**config.mk**
```make
export PLATFORM = sky130hd
export DESIGN_NAME = alu_frame_ctrl_flat
export DESIGN_NICKNAME = d
export VERILOG_FILES = /design/src/rtl/alu_frame_if.sv /design/src/rtl/alu_frame_ctrl.sv /design/src/flat_wrapper.sv
export SDC_FILE = /design/constraint.sdc
export NUM_CORES = 1
export LEC_CHECK = 0
export BUFFER_PORTS_ARGS = -buffer_cell sky130_fd_sc_hd__buf_2
export CORE_ASPECT_RATIO = 0.6
export CORE_MARGIN = 2
export CORE_UTILIZATION = 35
export DETAILED_ROUTE_END_ITERATION = 12
export PLACE_DENSITY = 0.64
export SYNTH_ARGS = -nofsm -noshare
export SYNTH_HDL_FRONTEND = slang
export SYNTH_SLANG_ARGS = --single-unit
```
**constraint.sdc**
```tcl
create_clock -name clk -period 2.25 [get_ports clk]
set_clock_uncertainty 0.2 [all_clocks]
set_input_delay 0.45 -clock clk [delete_from_list [all_inputs] [get_ports clk]]
set_output_delay 0.45 -clock clk [all_outputs]
set_load 0.01 [all_outputs]
```
**src/rtl/alu_frame_if.sv**
```systemverilog
// Bus between the frame controller and its surroundings: UART receive and
// transmit strobes, the combinational ALU operands/result, and status.
//
// Handshake semantics: i_rx_done is a one-cycle strobe qualifying i_rx_data;
// o_tx_start is a one-cycle request and o_tx_data stays stable until the
// matching one-cycle i_tx_done; i_tx_done is honoured only while a byte is
// outstanding, and i_rx_done only while a frame is being received.
interface alu_frame_if #(
  parameter int DATA_W = 16,
  parameter int OP_W   = 6
);
  logic              i_rx_done;
  logic [7:0]        i_rx_data;
  logic [DATA_W-1:0] i_alu_result;
  logic              i_tx_done;
  logic [DATA_W-1:0] o_alu_a;
  logic [DATA_W-1:0] o_alu_b;
  logic [OP_W-1:0]   o_alu_op;
  logic [7:0]        o_tx_data;
  logic              o_tx_start;
  logic              o_busy;
  logic              o_err;

  // Controller side
  modport slave (
    input  i_rx_done, i_rx_data, i_alu_result, i_tx_done,
    output o_alu_a, o_alu_b, o_alu_op, o_tx_data, o_tx_start, o_busy, o_err
  );

  // Environment side (UART + ALU)
  modport master (
    output i_rx_done, i_rx_data, i_alu_result, i_tx_done,
    input  o_alu_a, o_alu_b, o_alu_op, o_tx_data, o_tx_start, o_busy, o_err
  );
endinterface

```
**src/rtl/alu_frame_ctrl.sv**
```systemverilog
// Command-frame controller: receives opcode, operand A, operand B (MSB first)
// and an XOR checksum byte, runs the external ALU, then returns the result
// MSB first through the UART with a start/done handshake. Inter-byte timeout
// and checksum errors produce a one-cycle o_err pulse. All outputs registered.
module alu_frame_ctrl #(
  parameter int DATA_W      = 16,
  parameter int OP_W        = 6,
  parameter int TIMEOUT_CYC = 100000
) (
  input  logic             clk,
  input  logic             reset,
  alu_frame_if.slave       io_bus,
  output logic [2:0]       o_dbg_state
);
  localparam int NB   = DATA_W / 8;
  localparam int BC_W = $clog2(NB + 1);
  localparam int TO_W = $clog2(TIMEOUT_CYC + 1);
  localparam logic [BC_W-1:0] LAST_BYTE = BC_W'(NB - 1);
  localparam logic [TO_W-1:0] TO_LAST   = TO_W'(TIMEOUT_CYC - 1);

  typedef enum logic [2:0] {
    S_IDLE, S_RX_A, S_RX_B, S_RX_CHK, S_EXEC, S_TX_SEND, S_TX_WAIT
  } state_t;

  state_t            r_state, w_state_nxt;
  logic [DATA_W-1:0] r_a, w_a_nxt;
  logic [DATA_W-1:0] r_b, w_b_nxt;
  logic [OP_W-1:0]   r_op, w_op_nxt;
  logic [DATA_W-1:0] r_res, w_res_nxt;
  logic [7:0]        r_chk, w_chk_nxt;
  logic [BC_W-1:0]   r_bcnt, w_bcnt_nxt;
  logic [TO_W-1:0]   r_tmo, w_tmo_nxt;
  logic [7:0]        r_tx_data, w_tx_data_nxt;
  logic              r_tx_start, w_tx_start_nxt;
  logic              r_busy, w_busy_nxt;
  logic              r_err, w_err_nxt;
  logic              w_in_rx;

  // Next-state and next-output logic; pulses default low, registers hold
  always_comb begin
    w_state_nxt    = r_state;
    w_a_nxt        = r_a;
    w_b_nxt        = r_b;
    w_op_nxt       = r_op;
    w_res_nxt      = r_res;
    w_chk_nxt      = r_chk;
    w_bcnt_nxt     = r_bcnt;
    w_tmo_nxt      = '0;
    w_tx_data_nxt  = r_tx_data;
    w_tx_start_nxt = 1'b0;
    w_err_nxt      = 1'b0;
    w_in_rx        = (r_state == S_RX_A) || (r_state == S_RX_B) || (r_state == S_RX_CHK);

    case (r_state)
      S_IDLE: begin
        if (io_bus.i_rx_done) begin
          w_op_nxt    = io_bus.i_rx_data[OP_W-1:0];
          w_chk_nxt   = io_bus.i_rx_data;
          w_bcnt_nxt  = '0;
          w_state_nxt = S_RX_A;
        end
      end
      S_RX_A: begin
        if (io_bus.i_rx_done) begin
          w_a_nxt   = (r_a << 8) | DATA_W'(io_bus.i_rx_data);
          w_chk_nxt = r_chk ^ io_bus.i_rx_data;
          if (r_bcnt == LAST_BYTE) begin
            w_bcnt_nxt  = '0;
            w_state_nxt = S_RX_B;
          end else begin
            w_bcnt_nxt = r_bcnt + 1'b1;
          end
        end
      end
      S_RX_B: begin
        if (io_bus.i_rx_done) begin
          w_b_nxt   = (r_b << 8) | DATA_W'(io_bus.i_rx_data);
          w_chk_nxt = r_chk ^ io_bus.i_rx_data;
          if (r_bcnt == LAST_BYTE) begin
            w_bcnt_nxt  = '0;
            w_state_nxt = S_RX_CHK;
          end else begin
            w_bcnt_nxt = r_bcnt + 1'b1;
          end
        end
      end
      S_RX_CHK: begin
        if (io_bus.i_rx_done) begin
          if (io_bus.i_rx_data == r_chk) begin
            w_state_nxt = S_EXEC;
          end else begin
            w_err_nxt   = 1'b1;
            w_state_nxt = S_IDLE;
          end
        end
      end
      S_EXEC: begin
        w_res_nxt   = io_bus.i_alu_result;
        w_bcnt_nxt  = '0;
        w_state_nxt = S_TX_SEND;
      end
      S_TX_SEND: begin
        w_tx_data_nxt  = r_res[DATA_W-1 -: 8];
        w_tx_start_nxt = 1'b1;
        w_state_nxt    = S_TX_WAIT;
      end
      S_TX_WAIT: begin
        if (io_bus.i_tx_done) begin
          w_res_nxt = r_res << 8;
          if (r_bcnt == LAST_BYTE) begin
            w_bcnt_nxt  = '0;
            w_state_nxt = S_IDLE;
          end else begin
            w_bcnt_nxt  = r_bcnt + 1'b1;
            w_state_nxt = S_TX_SEND;
          end
        end
      end
      default: w_state_nxt = S_IDLE;
    endcase

    // Inter-byte timeout: counts silent cycles while a frame is open
    if (w_in_rx && !io_bus.i_rx_done) begin
      if (r_tmo == TO_LAST) begin
        w_err_nxt   = 1'b1;
        w_bcnt_nxt  = '0;
        w_state_nxt = S_IDLE;
      end else begin
        w_tmo_nxt = r_tmo + 1'b1;
      end
    end

    w_busy_nxt = (w_state_nxt != S_IDLE);
  end

  // State and datapath registers with synchronous active-low reset
  always_ff @(posedge clk) begin
    if (!reset) begin
      r_state    <= S_IDLE;
      r_a        <= '0;
      r_b        <= '0;
      r_op       <= '0;
      r_res      <= '0;
      r_chk      <= '0;
      r_bcnt     <= '0;
      r_tmo      <= '0;
      r_tx_data  <= '0;
      r_tx_start <= 1'b0;
      r_busy     <= 1'b0;
      r_err      <= 1'b0;
    end else begin
      r_state    <= w_state_nxt;
      r_a        <= w_a_nxt;
      r_b        <= w_b_nxt;
      r_op       <= w_op_nxt;
      r_res      <= w_res_nxt;
      r_chk      <= w_chk_nxt;
      r_bcnt     <= w_bcnt_nxt;
      r_tmo      <= w_tmo_nxt;
      r_tx_data  <= w_tx_data_nxt;
      r_tx_start <= w_tx_start_nxt;
      r_busy     <= w_busy_nxt;
      r_err      <= w_err_nxt;
    end
  end

  assign io_bus.o_alu_a    = r_a;
  assign io_bus.o_alu_b    = r_b;
  assign io_bus.o_alu_op   = r_op;
  assign io_bus.o_tx_data  = r_tx_data;
  assign io_bus.o_tx_start = r_tx_start;
  assign io_bus.o_busy     = r_busy;
  assign io_bus.o_err      = r_err;
  assign o_dbg_state       = r_state;
endmodule

```
**src/flat_wrapper.sv**
```systemverilog
// flat-port wrapper written by rule: the top's interface ports become plain ports
module alu_frame_ctrl_flat 
#(
  parameter int DATA_W      = 16,
  parameter int OP_W        = 6,
  parameter int TIMEOUT_CYC = 100000
)
  (clk, reset, o_dbg_state, io_bus_i_rx_done, io_bus_i_rx_data, io_bus_i_alu_result, io_bus_i_tx_done, io_bus_o_alu_a, io_bus_o_alu_b, io_bus_o_alu_op, io_bus_o_tx_data, io_bus_o_tx_start, io_bus_o_busy, io_bus_o_err);
  alu_frame_if #(.DATA_W(DATA_W), .OP_W(OP_W)) io_bus_i ();
  input  logic clk;
  input  logic reset;
  output logic [2:0] o_dbg_state;
  input wire logic [$bits(io_bus_i.i_rx_done)-1:0] io_bus_i_rx_done;
  input wire logic [$bits(io_bus_i.i_rx_data)-1:0] io_bus_i_rx_data;
  input wire logic [$bits(io_bus_i.i_alu_result)-1:0] io_bus_i_alu_result;
  input wire logic [$bits(io_bus_i.i_tx_done)-1:0] io_bus_i_tx_done;
  output wire logic [$bits(io_bus_i.o_alu_a)-1:0] io_bus_o_alu_a;
  output wire logic [$bits(io_bus_i.o_alu_b)-1:0] io_bus_o_alu_b;
  output wire logic [$bits(io_bus_i.o_alu_op)-1:0] io_bus_o_alu_op;
  output wire logic [$bits(io_bus_i.o_tx_data)-1:0] io_bus_o_tx_data;
  output wire logic [$bits(io_bus_i.o_tx_start)-1:0] io_bus_o_tx_start;
  output wire logic [$bits(io_bus_i.o_busy)-1:0] io_bus_o_busy;
  output wire logic [$bits(io_bus_i.o_err)-1:0] io_bus_o_err;
  assign io_bus_i.i_rx_done = io_bus_i_rx_done;
  assign io_bus_i.i_rx_data = io_bus_i_rx_data;
  assign io_bus_i.i_alu_result = io_bus_i_alu_result;
  assign io_bus_i.i_tx_done = io_bus_i_tx_done;
  assign io_bus_o_alu_a = io_bus_i.o_alu_a;
  assign io_bus_o_alu_b = io_bus_i.o_alu_b;
  assign io_bus_o_alu_op = io_bus_i.o_alu_op;
  assign io_bus_o_tx_data = io_bus_i.o_tx_data;
  assign io_bus_o_tx_start = io_bus_i.o_tx_start;
  assign io_bus_o_busy = io_bus_i.o_busy;
  assign io_bus_o_err = io_bus_i.o_err;
  alu_frame_ctrl #(.DATA_W(DATA_W), .OP_W(OP_W), .TIMEOUT_CYC(TIMEOUT_CYC)) u_core (.clk(clk), .reset(reset), .io_bus(io_bus_i), .o_dbg_state(o_dbg_state));
endmodule
```
==> results.cfg, run 1 <==
[finish]
final_nets = 575
drive_gt1_share_pct = 21.1
fin_util_pct = 44.5
num_antenna_cells = 0
syn_to_final_growth_pct = 22.1
final_cells = 689

[clock_tree]
clockBufferDepth = 2
cts_resized = 0
insertion_delay_ns = 0.34
htree_levels = 3
ctsHoldBuffers = 0
cts_tree = done
cts_setup_buffers = 0
cts_root_buf = clkbuf_16
clock-sinks = 95
cts_buffers = 9
path_clk_slew_ns = 0.07

[placed_design]
place.gp.congestion = 0.778
place_inst = 674
dp_hpwl_mm = 6.64
portBuffers = 79

[critical_path]
reg2reg_slack_ns = 0.28
startpoint_type = register
crit_type = register to register
r2r_end = u_core.o_dbg_state[2]
critPathCaptureType = register
reg2reg_depth = 5
worstPathRequired_ns = 2.26
rr_startpoint = u_core.r_tmo[0]
arrival_ns = 1.98
cp_max_fo = 4

[drt]
drt_pass1_iterations = 5
route.met3.wl_um = 683
wl_per_cell_um = 13.4
postRouteWirelength_mm = 9.26
drcViolationCount = 0
route.met2.wl_mm = 3.87
first_iter_violations = 176
viasPerCell = 4.91
wl_met1_mm = 4.66
vias = 3385
top_layer = met5
ant_nets = 0

[logic_synthesis]
syn_area_mm2 = 0.00392
yosysWarningCount = 0
ys_ff_latch = 95
synth_top_cell_by_area = dfxtp_1
postSynthCellCount = 472
synthFlopType = dfxtp_1
synth_top_area_share_pct = 48.6
synth_async_sr_flop_share_pct = 0
ys_seq_area_share_pct = 48.6
ys_types = 43
yosys-top-cells-area = dfxtp_1 49%, nand2_1 9.5%, a21oi_1 6.5%
synth_edf_count = 0
syn_avg_cell_area_um2 = 8.30
syn_nets = 501

[grt]
grt_antenna_before_repair = 1
grt-ovfl-total = 0
grt_max_degree = 53
grt_pass1_wl_mm = 15.3
grt.total_usage_pct = 15.6
grt_pass1_vias = 3143

[floorplan]
core_mm2 = 0.0107
ios = 80
dieHeight_um = 85.9
die_w_um = 141
fp.dieArea_mm2 = 0.0121
start_util_pct = 36.5
row_count = 29

[sta]
maxSlewViolCount = 0
max_slew_margin_pct = 61.4
finalCritPeriodShare_pct = 87.7
tightest_slew_ns = 0.577
setup_tns_ns = 0
finalSetupViolations = 0
finalCriticalPeriod_ns = 1.97
fmax_mhz = 507
rsz0062_at_grt = false
finalHoldViolations = 0

[run_status]
status = finished clean

[power_and_ir_drop]
ir_worst_vdd_mv = 0.462
leakagePower_nw = 1.91
power_density_mw_per_mm2 = 755
p_total_mw = 3.61

[hold_path]
min_delay_path_depth = 3
hp-class = primary input to register
whs_endpoint = u_core.r_res[4]
min_from = io_bus_i_alu_result[4]

[job]
cap_violations = 0
where the power goes:
part / total (mW) / switching [mW] / internal [mW]
clock network: 1.63 / 0.657 / 0.975
registers: 1.73 / 0.0228 / 1.71
logic: 0.243 / 0.149 / 0.0943
routing by layer:
metal,track usage [%],vias up
li1,-,1751
met1,21.8,1553
met2,23.3,73
met3,5.47,6
met4,3.82,2
met5,0,-
Yosys cell counts, types with 7 or more instances:
library cell  number
nand3_1           22
xor2_1            16
xnor2_1           13
mux2i_1            8
a211oi_1          10
clkbuf_1          15
nand2_1           99
dfxtp_1           95
nand4_1            7
a22oi_1            9
buf_2             13
a21oi_1           51
nor2_1            50
how the worst max path moves through the flow:
stage | startpoint | end | slack [ns] | cells past startpoint
finish | u_core.r_tmo[0] | u_core.o_dbg_state[2] | 0.28 | 5
global route | u_core.r_tmo[0] | u_core.o_dbg_state[2] | 0.06 | 5
CTS | u_core.r_tmo[0] | u_core.o_dbg_state[2] | 0.27 | 5
detailed placement | io_bus_i_rx_done | u_core.r_chk[2] | 0.20 | 5
global placement | io_bus_i_rx_done | u_core.r_chk[1] | 0.23 | 5
floorplan | u_core.r_tmo[0] | u_core.r_tmo[10] | 0.37 | 7
cells by family (layout without fill, tap and decap cells):
logic type / after synthesis / in the layout / share of synthesized area (%)
flops: 95 / 95 / 48.6
simple gates: 214 / 214 / 24.4
fa+ha+maj: 1 / 1 / 0.319
mux: 8 / 8 / 2.04
xor+xnor: 29 / 29 / 6.49
compound gates: 90 / 90 / 14.0
buf+inv: 35 / 113 / 4.15
per-stage QoR:
stage	hold slack (ns)	area [µm²]	worst slack, ns
after floorplan	0.218	3920	0.366
after global placement	0.232	4460	0.225
after detailed placement	0.246	4460	0.199
after CTS	0.138	4780	0.272
after global routing	0.159	4780	0.0642
final	0.146	4780	0.276
critical path, stage by stage, from the launching register on:
cell      delay [ns]
dfxtp_1         0.36
ha_1            0.21
and4_1          0.23
nand4_1         0.21
o311ai_1        0.53
nor2_1          0.10
state kept, by name, summed over array words and instances, names as in the netlist:
name / flops
u_core.r_chk: 8
u_core.r_tmo: 17
u_core.r_bcnt: 2
u_core.io_bus.o_alu_op: 6
u_core.io_bus.o_busy: 1
u_core.io_bus.o_tx_start: 1
u_core.io_bus.o_alu_b: 16
u_core.r_res: 16
u_core.io_bus.o_err: 1
u_core.io_bus.o_tx_data: 8
u_core.io_bus.o_alu_a: 16
u_core.o_dbg_state: 3
placed cells by master (no fill, tap or decap), drive strengths merged, types with 5 or more instances in the layout:
cell type  instances
nand2b             5
xnor2             13
a21oi             51
mux2i              8
buf               94
o21ai              5
nor2              50
dfxtp             95
clkbuf             9
nor2b              5
nand3             22
a211oi            10
nand2            103
inv                6
nand4              7
a22oi              9
xor2              16
layout make-up:
| class | instances | area [µm²] |
|---|---|---|
| flip-flops and latches | 95 | 1900 |
| repair buffers | 94 | 520 |
| inverters | 4 | 15.0 |
| multi-input cells | 342 | 1850 |
| clock buffers | 9 | 225 |
| well taps | 139 | 174 |
| clock inverters | 6 | 92.6 |
| fillers | 1049 | 5960 |
(Power assumes the default switching activity.)
==> inputs of run 2 (changes only) <==
--- a/config.mk
+++ b/config.mk
@@ -6,10 +6,10 @@
 export NUM_CORES = 1
 export LEC_CHECK = 0
 export BUFFER_PORTS_ARGS = -buffer_cell sky130_fd_sc_hd__buf_2
-export CORE_ASPECT_RATIO = 0.6
 export CORE_MARGIN = 2
 export CORE_UTILIZATION = 35
 export DETAILED_ROUTE_END_ITERATION = 12
+export HOLD_SLACK_MARGIN = 0.08
 export PLACE_DENSITY = 0.64
 export SYNTH_ARGS = -nofsm -noshare
 export SYNTH_HDL_FRONTEND = slang
==> constraint.sdc (replaced) <==
create_clock -name clk -period 1.85 [get_ports clk]
set_clock_uncertainty 0.2 [all_clocks]
set_input_delay 0.37 -clock clk [delete_from_list [all_inputs] [get_ports clk]]
set_output_delay 0.37 -clock clk [all_outputs]
set_load 0.01 [all_outputs]
==> run 2 against run 1 <==
  * Sequential power is 22% higher
  * Critical path type unchanged
  * Clock power is 25% lower
  * Critical path depth rose by 1
  * Maximum frequency increased by 12%
  * Flip-flop and latch count unchanged
  * Die area shrank 0.23%
  * Hold slack lost 0.044 ns
  * Final cell count grew 4.9%
==> results.cfg, run 2 (synthesis results as in run 1) <==
[grt]
grt_pass1_vias = 3362
grt-ovfl-total = 0
grt_max_degree = 26
grt.total_usage_pct = 16.5
grt_antenna_before_repair = 0
grt_pass1_wl_mm = 15.5

[power_and_ir_drop]
leakagePower_nw = 2.04
power_density_mw_per_mm2 = 736
ir_worst_vdd_mv = 0.342

[placed_design]
placedInstanceArea_mm2 = 0.00465
portBuffers = 79
place_inst = 696
dp_hpwl_mm = 6.88
place.gp.congestion = 0.855

[finish]
n_fill_cell = 1092
drive_gt1_share_pct = 26.1
syn_to_final_growth_pct = 27.7
largest_reg_flops = 17
largest-register = u_core.r_tmo
final_nets = 607
final_common_cell = nand2_1
final_cells = 723
num_antenna_cells = 0
mostFrequentLayoutCells = 99 x nand2_1, 90 x dfxtp_1, 79 x buf_2
fin_area_mm2 = 0.00500

[sta]
maxSlewViolCount = 0
setup_tns_ns = 0
finalHoldViolations = 0
finalCriticalPeriod_ns = 1.76
finalCritPeriodShare_pct = 95.3
max_slew_margin_pct = 62.5
tightest_slew_ns = 0.560
finalSetupViolations = 0
fmax_mhz = 567
rsz0062_at_grt = false

[drt]
drt_pass1_iterations = 4
first_iter_violations = 217
drcViolationCount = 0
vias = 3542
postRouteWirelength_mm = 9.68
viasPerCell = 4.90
ant_nets = 0
wl_per_cell_um = 13.4

[clock_tree]
clockBufferDepth = 2
cts_tree = done
clock-sinks = 95
insertion_delay_ns = 0.37
cts_buffers = 9
path_clk_slew_ns = 0.09
htree_levels = 3
cts_root_buf = clkbuf_8

[critical_path]
crit_type = register to register
crit_chain = ha_4, and4_1, nand4_1, buf_4, or3_4, a21oi_2
startpoint_type = register
slowest_delay_ns = 0.36
cp_slowest_cell = dfxtp_2
cp_max_fo = 3
arrival_ns = 1.87
critPathCaptureType = register
worstPathRequired_ns = 1.96

[floorplan]
start_util_pct = 36.0
row_count = 38
core_mm2 = 0.0109
die_w_um = 110
fp.dieArea_mm2 = 0.0121
ios = 80
dieHeight_um = 110

[hold_path]
hp-class = primary input to register

[job]
cap_violations = 0

[run_status]
status = finished clean
-- run 2: cell types whose count changed in the layout (fill, tap and decap cells not counted), moves of 3 or more --
| cell | previous run | this run |
|---|---|---|
| clkbuf_16 | 9 | 0 |
| dlygate4sd3_1 | 0 | 8 |
| dfxtp_2 | 0 | 5 |
| clkbuf_8 | 0 | 10 |
| buf_12 | 1 | 4 |
| dfxtp_1 | 95 | 90 |
| clkbuf_1 | 0 | 3 |
| buf_4 | 14 | 35 |
-- run 2: path summary, 6_finish.rpt --
check / slack, ns / endpoint / start / depth (start not counted)
max: 0.09 / u_core.io_bus.o_err / u_core.r_tmo[1] / 6
min: 0.10 / u_core.io_bus.o_alu_a[3] / io_bus_i_rx_data[3] / 3
max reg2reg: 0.09 / u_core.io_bus.o_err / u_core.r_tmo[1] / 6
min reg2reg: 0.25 / u_core.io_bus.o_tx_data[4] / u_core.io_bus.o_tx_data[4] / 2
-- run 2: critical path: cells and delay by family (launching register included) --
kind	cells	cell delay, ns
compound gates	1	0.14
fa+ha+maj	1	0.14
simple gates	3	0.68
buf+inv	1	0.19
flops	1	0.36
-- run 2: power by group --
group / switching (mW) / internal (mW) / total, mW
Combinational: 0.187 / 0.156 / 0.343
Clock: 0.701 / 0.526 / 1.23
Sequential: 0.0298 / 2.08 / 2.11
Total: 0.918 / 2.76 / 3.68
-- run 2: repair_timing --
| item | in CTS | in global routing |
|---|---|---|
| gates resized for setup | 3 | 13 |
| endpoints found under the hold margin | 8 | 0 |
| setup buffers | 1 | 2 |
| setup endpoints to repair | 23 | 33 |
| hold buffers | 8 | 0 |
| pin swaps | 1 | 5 |
-- run 2: layer usage --
layer | track usage (%) | wire length (µm) | vias to the layer above
met5 | 0 | 0 | -
met4 | 7.50 | 221 | 0
li1 | - | - | 1823
met3 | 4.74 | 445 | 19
met2 | 28.0 | 4620 | 63
met1 | 19.2 | 4390 | 1637
-- run 2: stage by stage --
| stage | util, % | hold slack [ns] | setup slack [ns] | power, mW |
|---|---|---|---|---|
| after global routing | 45.9 | 0.106 | 0.000349 | 3.85 |
| final | 45.9 | 0.102 | 0.0878 | 3.68 |
| after detailed placement | 42.7 | 0.247 | -0.0773 | 2.48 |
| after floorplan | - | 0.217 | 0.00114 | 2.33 |
| after CTS | 45.3 | 0.0884 | 0.0180 | 3.71 |
| after global placement | 42.7 | 0.239 | 0.0159 | 2.47 |
-- run 2: layout make-up --
class	count	area, µm²	share of cell area [%]
clock inverters	3	18.8	0.375
multi-input cells	342	1920	38.3
clock buffers	13	149	2.98
flip-flops and latches	95	1910	38.1
inverters	4	15.0	0.300
well taps	140	175	3.50
repair buffers	126	818	16.4
